### config.mk
export PLATFORM = sky130hd
export DESIGN_NAME = pipe_controller
export DESIGN_NICKNAME = d
export VERILOG_FILES = /design/src/rtl/pipe_controller.sv
export SDC_FILE = /design/constraint.sdc
export NUM_CORES = 1
export LEC_CHECK = 0
export BUFFER_PORTS_ARGS = -buffer_cell sky130_fd_sc_hd__clkbuf_2
export CORE_ASPECT_RATIO = 2
export CORE_UTILIZATION = 35
export DETAILED_ROUTE_END_ITERATION = 10
export PLACE_DENSITY_LB_ADDON = 0.08
export SKIP_CTS_REPAIR_TIMING = 1
export SYNTH_ARGS = -nofsm -noshare
export SYNTH_HDL_FRONTEND = slang
export SYNTH_SLANG_ARGS = --single-unit
### constraint.sdc
create_clock -name clk -period 1.9 [get_ports clk]
set_input_delay 0.38 -clock clk [delete_from_list [all_inputs] [get_ports clk]]
set_output_delay 0.38 -clock clk [all_outputs]
set_load 0.01 [all_outputs]
### src/rtl/pipe_controller.sv
// Registered pipeline control: decodes the ID opcode into a 12-bit control word,
// carries it through EX/MEM/WB, and handles load-use stalls, branch flushes and MEM waits.
module pipe_controller #(
    parameter int REG_ADDR_W = 5,
    parameter int MEM_WAIT   = 0,
    parameter bit EN_AUIPC   = 1'b1
) (
    input  logic                  clk,
    input  logic                  reset,
    input  logic [6:0]            Opcode,
    input  logic                  id_valid,
    input  logic [REG_ADDR_W-1:0] id_rs1,
    input  logic [REG_ADDR_W-1:0] id_rs2,
    input  logic [REG_ADDR_W-1:0] id_rd,
    input  logic                  ex_take_branch,
    output logic [11:0]           ex_ctrl,
    output logic [11:0]           mem_ctrl,
    output logic [11:0]           wb_ctrl,
    output logic [REG_ADDR_W-1:0] ex_rd,
    output logic [REG_ADDR_W-1:0] mem_rd,
    output logic [REG_ADDR_W-1:0] wb_rd,
    output logic                  stall_id,
    output logic                  flush,
    output logic                  mem_busy,
    output logic                  illegal
);

    typedef enum logic {
        ST_IDLE,
        ST_WAIT
    } mem_state_t;

    localparam logic [2:0] WAIT_CYC = 3'(MEM_WAIT);

    mem_state_t            r_state;
    mem_state_t            w_state_nxt;
    logic [2:0]            r_cnt;
    logic [2:0]            w_cnt_nxt;

    logic [11:0]           r_ex_ctrl;
    logic [11:0]           r_mem_ctrl;
    logic [11:0]           r_wb_ctrl;
    logic [REG_ADDR_W-1:0] r_ex_rd;
    logic [REG_ADDR_W-1:0] r_mem_rd;
    logic [REG_ADDR_W-1:0] r_wb_rd;

    logic [11:0]           w_dec;
    logic                  w_busy;
    logic                  w_take;
    logic                  w_load_use;
    logic                  w_bubble;

    // NOTE: every always_comb output gets a default first so no path leaves it unassigned (no latch).
    always_comb begin
        w_dec = 12'h000;
        if (id_valid) begin
            case (Opcode)
                7'b0110011: w_dec = 12'h044;
                7'b0010011: w_dec = 12'h045;
                7'b0000011: w_dec = 12'h00F;
                7'b0100011: w_dec = 12'h011;
                7'b1100011: w_dec = 12'h0A0;
                7'b0110111: w_dec = 12'h065;
                7'b1101111: w_dec = 12'h1A4;
                7'b1100111: w_dec = 12'h3A4;
                7'b0010111: w_dec = EN_AUIPC ? 12'h405 : 12'h800;
                default:    w_dec = 12'h800;
            endcase
            if (id_rd == '0) begin
                w_dec[2] = 1'b0;
            end
        end
    end

    assign w_busy     = (r_state == ST_WAIT);
    assign w_take     = ex_take_branch & ~w_busy;
    // Both sources are compared regardless of opcode; a spurious stall only costs a cycle.
    assign w_load_use = r_ex_ctrl[3] & (r_ex_rd != '0) & id_valid &
                        ((r_ex_rd == id_rs1) | (r_ex_rd == id_rs2));
    assign w_bubble   = w_take | w_load_use;

    // NOTE: sequential state uses non-blocking assignments so all registers update from pre-edge values.
    always_ff @(posedge clk) begin
        if (reset) begin
            r_ex_ctrl  <= '0;
            r_mem_ctrl <= '0;
            r_wb_ctrl  <= '0;
            r_ex_rd    <= '0;
            r_mem_rd   <= '0;
            r_wb_rd    <= '0;
        end else if (!w_busy) begin
            r_wb_ctrl  <= r_mem_ctrl;
            r_wb_rd    <= r_mem_rd;
            r_mem_ctrl <= r_ex_ctrl;
            r_mem_rd   <= r_ex_rd;
            r_ex_ctrl  <= w_bubble ? 12'h000 : w_dec;
            r_ex_rd    <= w_bubble ? '0 : id_rd;
        end
    end

    always_ff @(posedge clk) begin
        if (reset) begin
            r_state <= ST_IDLE;
            r_cnt   <= 3'd0;
        end else begin
            r_state <= w_state_nxt;
            r_cnt   <= w_cnt_nxt;
        end
    end

    // Entry looks at the word moving into MEM, so an access already held there cannot re-trigger.
    always_comb begin
        w_state_nxt = r_state;
        w_cnt_nxt   = r_cnt;
        case (r_state)
            ST_IDLE: begin
                if ((MEM_WAIT > 0) && (r_ex_ctrl[3] | r_ex_ctrl[4])) begin
                    w_state_nxt = ST_WAIT;
                    w_cnt_nxt   = WAIT_CYC;
                end
            end
            ST_WAIT: begin
                w_cnt_nxt = r_cnt - 3'd1;
                if (r_cnt <= 3'd1) begin
                    w_state_nxt = ST_IDLE;
                    w_cnt_nxt   = 3'd0;
                end
            end
            default: begin
                w_state_nxt = ST_IDLE;
                w_cnt_nxt   = 3'd0;
            end
        endcase
    end

    assign ex_ctrl  = r_ex_ctrl;
    assign mem_ctrl = r_mem_ctrl;
    assign wb_ctrl  = r_wb_ctrl;
    assign ex_rd    = r_ex_rd;
    assign mem_rd   = r_mem_rd;
    assign wb_rd    = r_wb_rd;

    assign mem_busy = ~reset & w_busy;
    assign flush    = ~reset & w_take;
    assign stall_id = ~reset & (w_busy | (w_load_use & ~w_take));
    assign illegal  = ~reset & r_ex_ctrl[11];

endmodule
==> summary.txt <==
Buffers on Ports: 80
Tightest Hold Check Type: in2reg
CP Max Fanout: 5
mux contribution to synthesized area: 14.7%
worst ir drop on vdd: 466 uV
Slew Limit Fails: 0
Worst slew margin: 77.9%
1st-pass router iterations: 7
layout cell share with drive strength beyond 1: 33.0%
adder-cell share of the synthesized area: 1.15%
post-route setup slack: -219 ps
failing checks: design-rule violations, negative setup slack
WL met3: 226 um
Combinational Power Share: 6.3%
Worst Path Arrival: 1740 ps
syn_area_per_cell: 9.11 sq um
Core ar.: 0.00601 sq mm
Synth Area in Simple Gates: 18.4%
unrepaired setup endpoints after global routing: yes
Setup CP Type: reg2out
clock power share: 45.6%
Final HPWL DP: 4.15 mm
Syn. warnings: 0
EDFF count, synth: 0
sequential-to-total area share from yosys stat: 47.8%
routed wl met2: 2.97 mm
Worst setup EP type: primary output
Avg WL per Cell: 13.7 um
final setup fails: 1
total grt overflow: 0
total negative slack: -219 ps
Req. time, crit path: 1520 ps
CTS buffer count: 5
final hold violation count: 0
post-synthesis xor/xnor area fraction: 4.02%
Startpoint Class: flip-flop
Power Density: 806 mW/mm^2
synth top area cells: dfxtp_1 (48%), mux2i_1 (15%), nor2_1 (7.6%)
syn nets: 267
CTS max path bufs: 2
max_cap viols: 0
ys async rst share: 0%
Distinct cells, synth: 34
CTS sink cnt: 52
wl on met1: 2.02 mm
Starting Density: 36.3%
post-synth top area share: 47.8%
switching power: 490 uW
worst slew pin tran: 327 ps
Routed Antenna Nets: 0
area delta synth->final: 32.0%
vias post-DR: 1937
Die X: 57.8 um
post-route cell area: 0.00288 sq mm
fin crit share: 112%
DR top layer: met4
Skew-Pair Late Insertion Delay: 290 ps
initial antenna violation count: 0
Mapped Area: 0.00218 sq mm
clock-pin slew on the worst setup and hold paths: 70 ps
Int Pwr: 1.83 mW
routed wire length: 5.35 mm
Cells after Synth: 239
largest family of logic cells by synthesized area: simple AND/OR/NAND/NOR gates
CTS HTree Levels: 2
total track usage: 16.7%
Yosys reg bits: 52
Yosys top cell by area: dfxtp_1
Flop pwr share: 48.1%
post-synthesis compound-gate area fraction: 9.48%
switch share: 21.2%
Avg Vias per Cell: 4.97
min Tclk post-route: 2120 ps
pin count of the biggest net entering global routing: 24
Die Area: 0.00656 sq mm
fin nets: 354
vias in the first global route: 1750
first-pass GRT wire length: 8.34 mm
DP Area: 0.00269 sq mm
Synth Flop Type: dfxtp_1
f_max: 0.472 GHz
ANT cells: 0
status: finished with violations
Clock Skew: 5.86 ps
CTS tree: built
Top Ports: 81
DRC: 6
chip height: 114 um
CTS root buffer: clkbuf_16
initial DRC count: 43
P_leak: 1.26 nW
row cnt: 40
Final GP Congestion: 0.845
final timing paths:
| path | slack, ps | cells past startpoint | end | from |
|---|---|---|---|---|
| max reg2reg | 140 | 5 | ex_ctrl[10] | ex_rd[1] |
| min reg2reg | 460 | 2 | ex_ctrl[8] | ex_ctrl[8] |
| max | -220 | 5 | stall_id | ex_rd[1] |
| min | 350 | 2 | ex_ctrl[9] | Opcode[3] |
flip-flops by register name (all words and copies together), names as in the netlist:
register,cells
r_state,1
r_cnt,3
mem_ctrl,11
wb_rd,5
wb_ctrl,11
mem_rd,5
ex_ctrl,11
ex_rd,5
synthesized netlist by cell type, types with 2 or more instances:
library cell / count
o21ai_0: 10
and3_1: 2
nand3b_1: 5
nor2b_1: 4
a21oi_1: 3
ha_1: 2
o22ai_1: 6
xor2_1: 10
nor2_1: 44
nand3_1: 3
mux2i_1: 32
or4_1: 2
nor3_1: 2
o2111ai_1: 2
o21ai_1: 4
o31ai_1: 2
clkbuf_1: 8
buf_4: 3
buf_2: 3
inv_1: 5
nand2_1: 23
dfxtp_1: 52
power groups by stage:
| stage | sequential, mW | clock (mW) | combinational (mW) |
|---|---|---|---|
| 5_1_grt | 1.11 | 1.13 | 0.163 |
| 6_report | 1.11 | 1.06 | 0.147 |
| 2_1_floorplan | 1.14 | 0 | 0.0639 |
| 3_3_place_gp | 1.14 | 0 | 0.148 |
| 3_5_place_dp | 1.14 | 0 | 0.148 |
| 4_1_cts | 1.11 | 1.08 | 0.148 |
worst max-delay path, cell delays in order (launching register included):
cell      delay (ps)
dfxtp_2          350
or4_1            540
o211ai_2         190
nor2_2            70
a21o_1           180
clkbuf_2         130
layer usage:
| layer | GRT usage, % | vias up |
|---|---|---|
| met2 | 31.6 | 56 |
| li1 | - | 988 |
| met3 | 3.06 | 9 |
| met4 | 8.41 | 0 |
| met1 | 16.7 | 884 |
| met5 | 0 | - |
cell usage in the layout, fill, tap and decap left out, types with 3 or more instances in the layout:
cell type,n
clkbuf_2,80
dfxtp_1,49
nor2_1,43
mux2i_1,32
nand2_1,23
buf_4,15
xor2_1,10
o21ai_0,10
o22ai_1,6
inv_1,5
nand3b_1,5
clkbuf_16,5
nor2b_1,4
o21ai_1,4
nand3_1,3
a21oi_1,3
dfxtp_2,3
cell type report:
class	count	area [sq um]
Sequential cell	52	1040
Tap cell	63	78.8
Clock buffer	6	139
Timing Repair Buffer	95	513
Clock inverter	2	38.8
Fill cell	617	3130
Multi-Input combinational cell	167	1040
Inverter	5	18.8
cells by family after synthesis:
family | count (synthesis)
simple gates | 90
xor+xnor | 10
flops | 52
mux | 32
buf+inv | 20
compound gates | 33
fa+ha+maj | 2
metrics by stage:
step / hold WS [ps] / setup WS [ps] / instances / power, mW / util [%]
finish: 349 / -219 / 390 / 2.32 / 47.9
global route: 353 / -262 / 390 / 2.41 / 47.9
CTS: 346 / -268 / 390 / 2.35 / 47.8
detailed placement: 458 / 9.53 / 382 / 1.29 / 44.8
global placement: 456 / 4.33 / 382 / 1.29 / 44.8
floorplan: 448 / 44.1 / 239 / 1.21 / -
No activity file was read; power rests on OpenSTA's default activity.
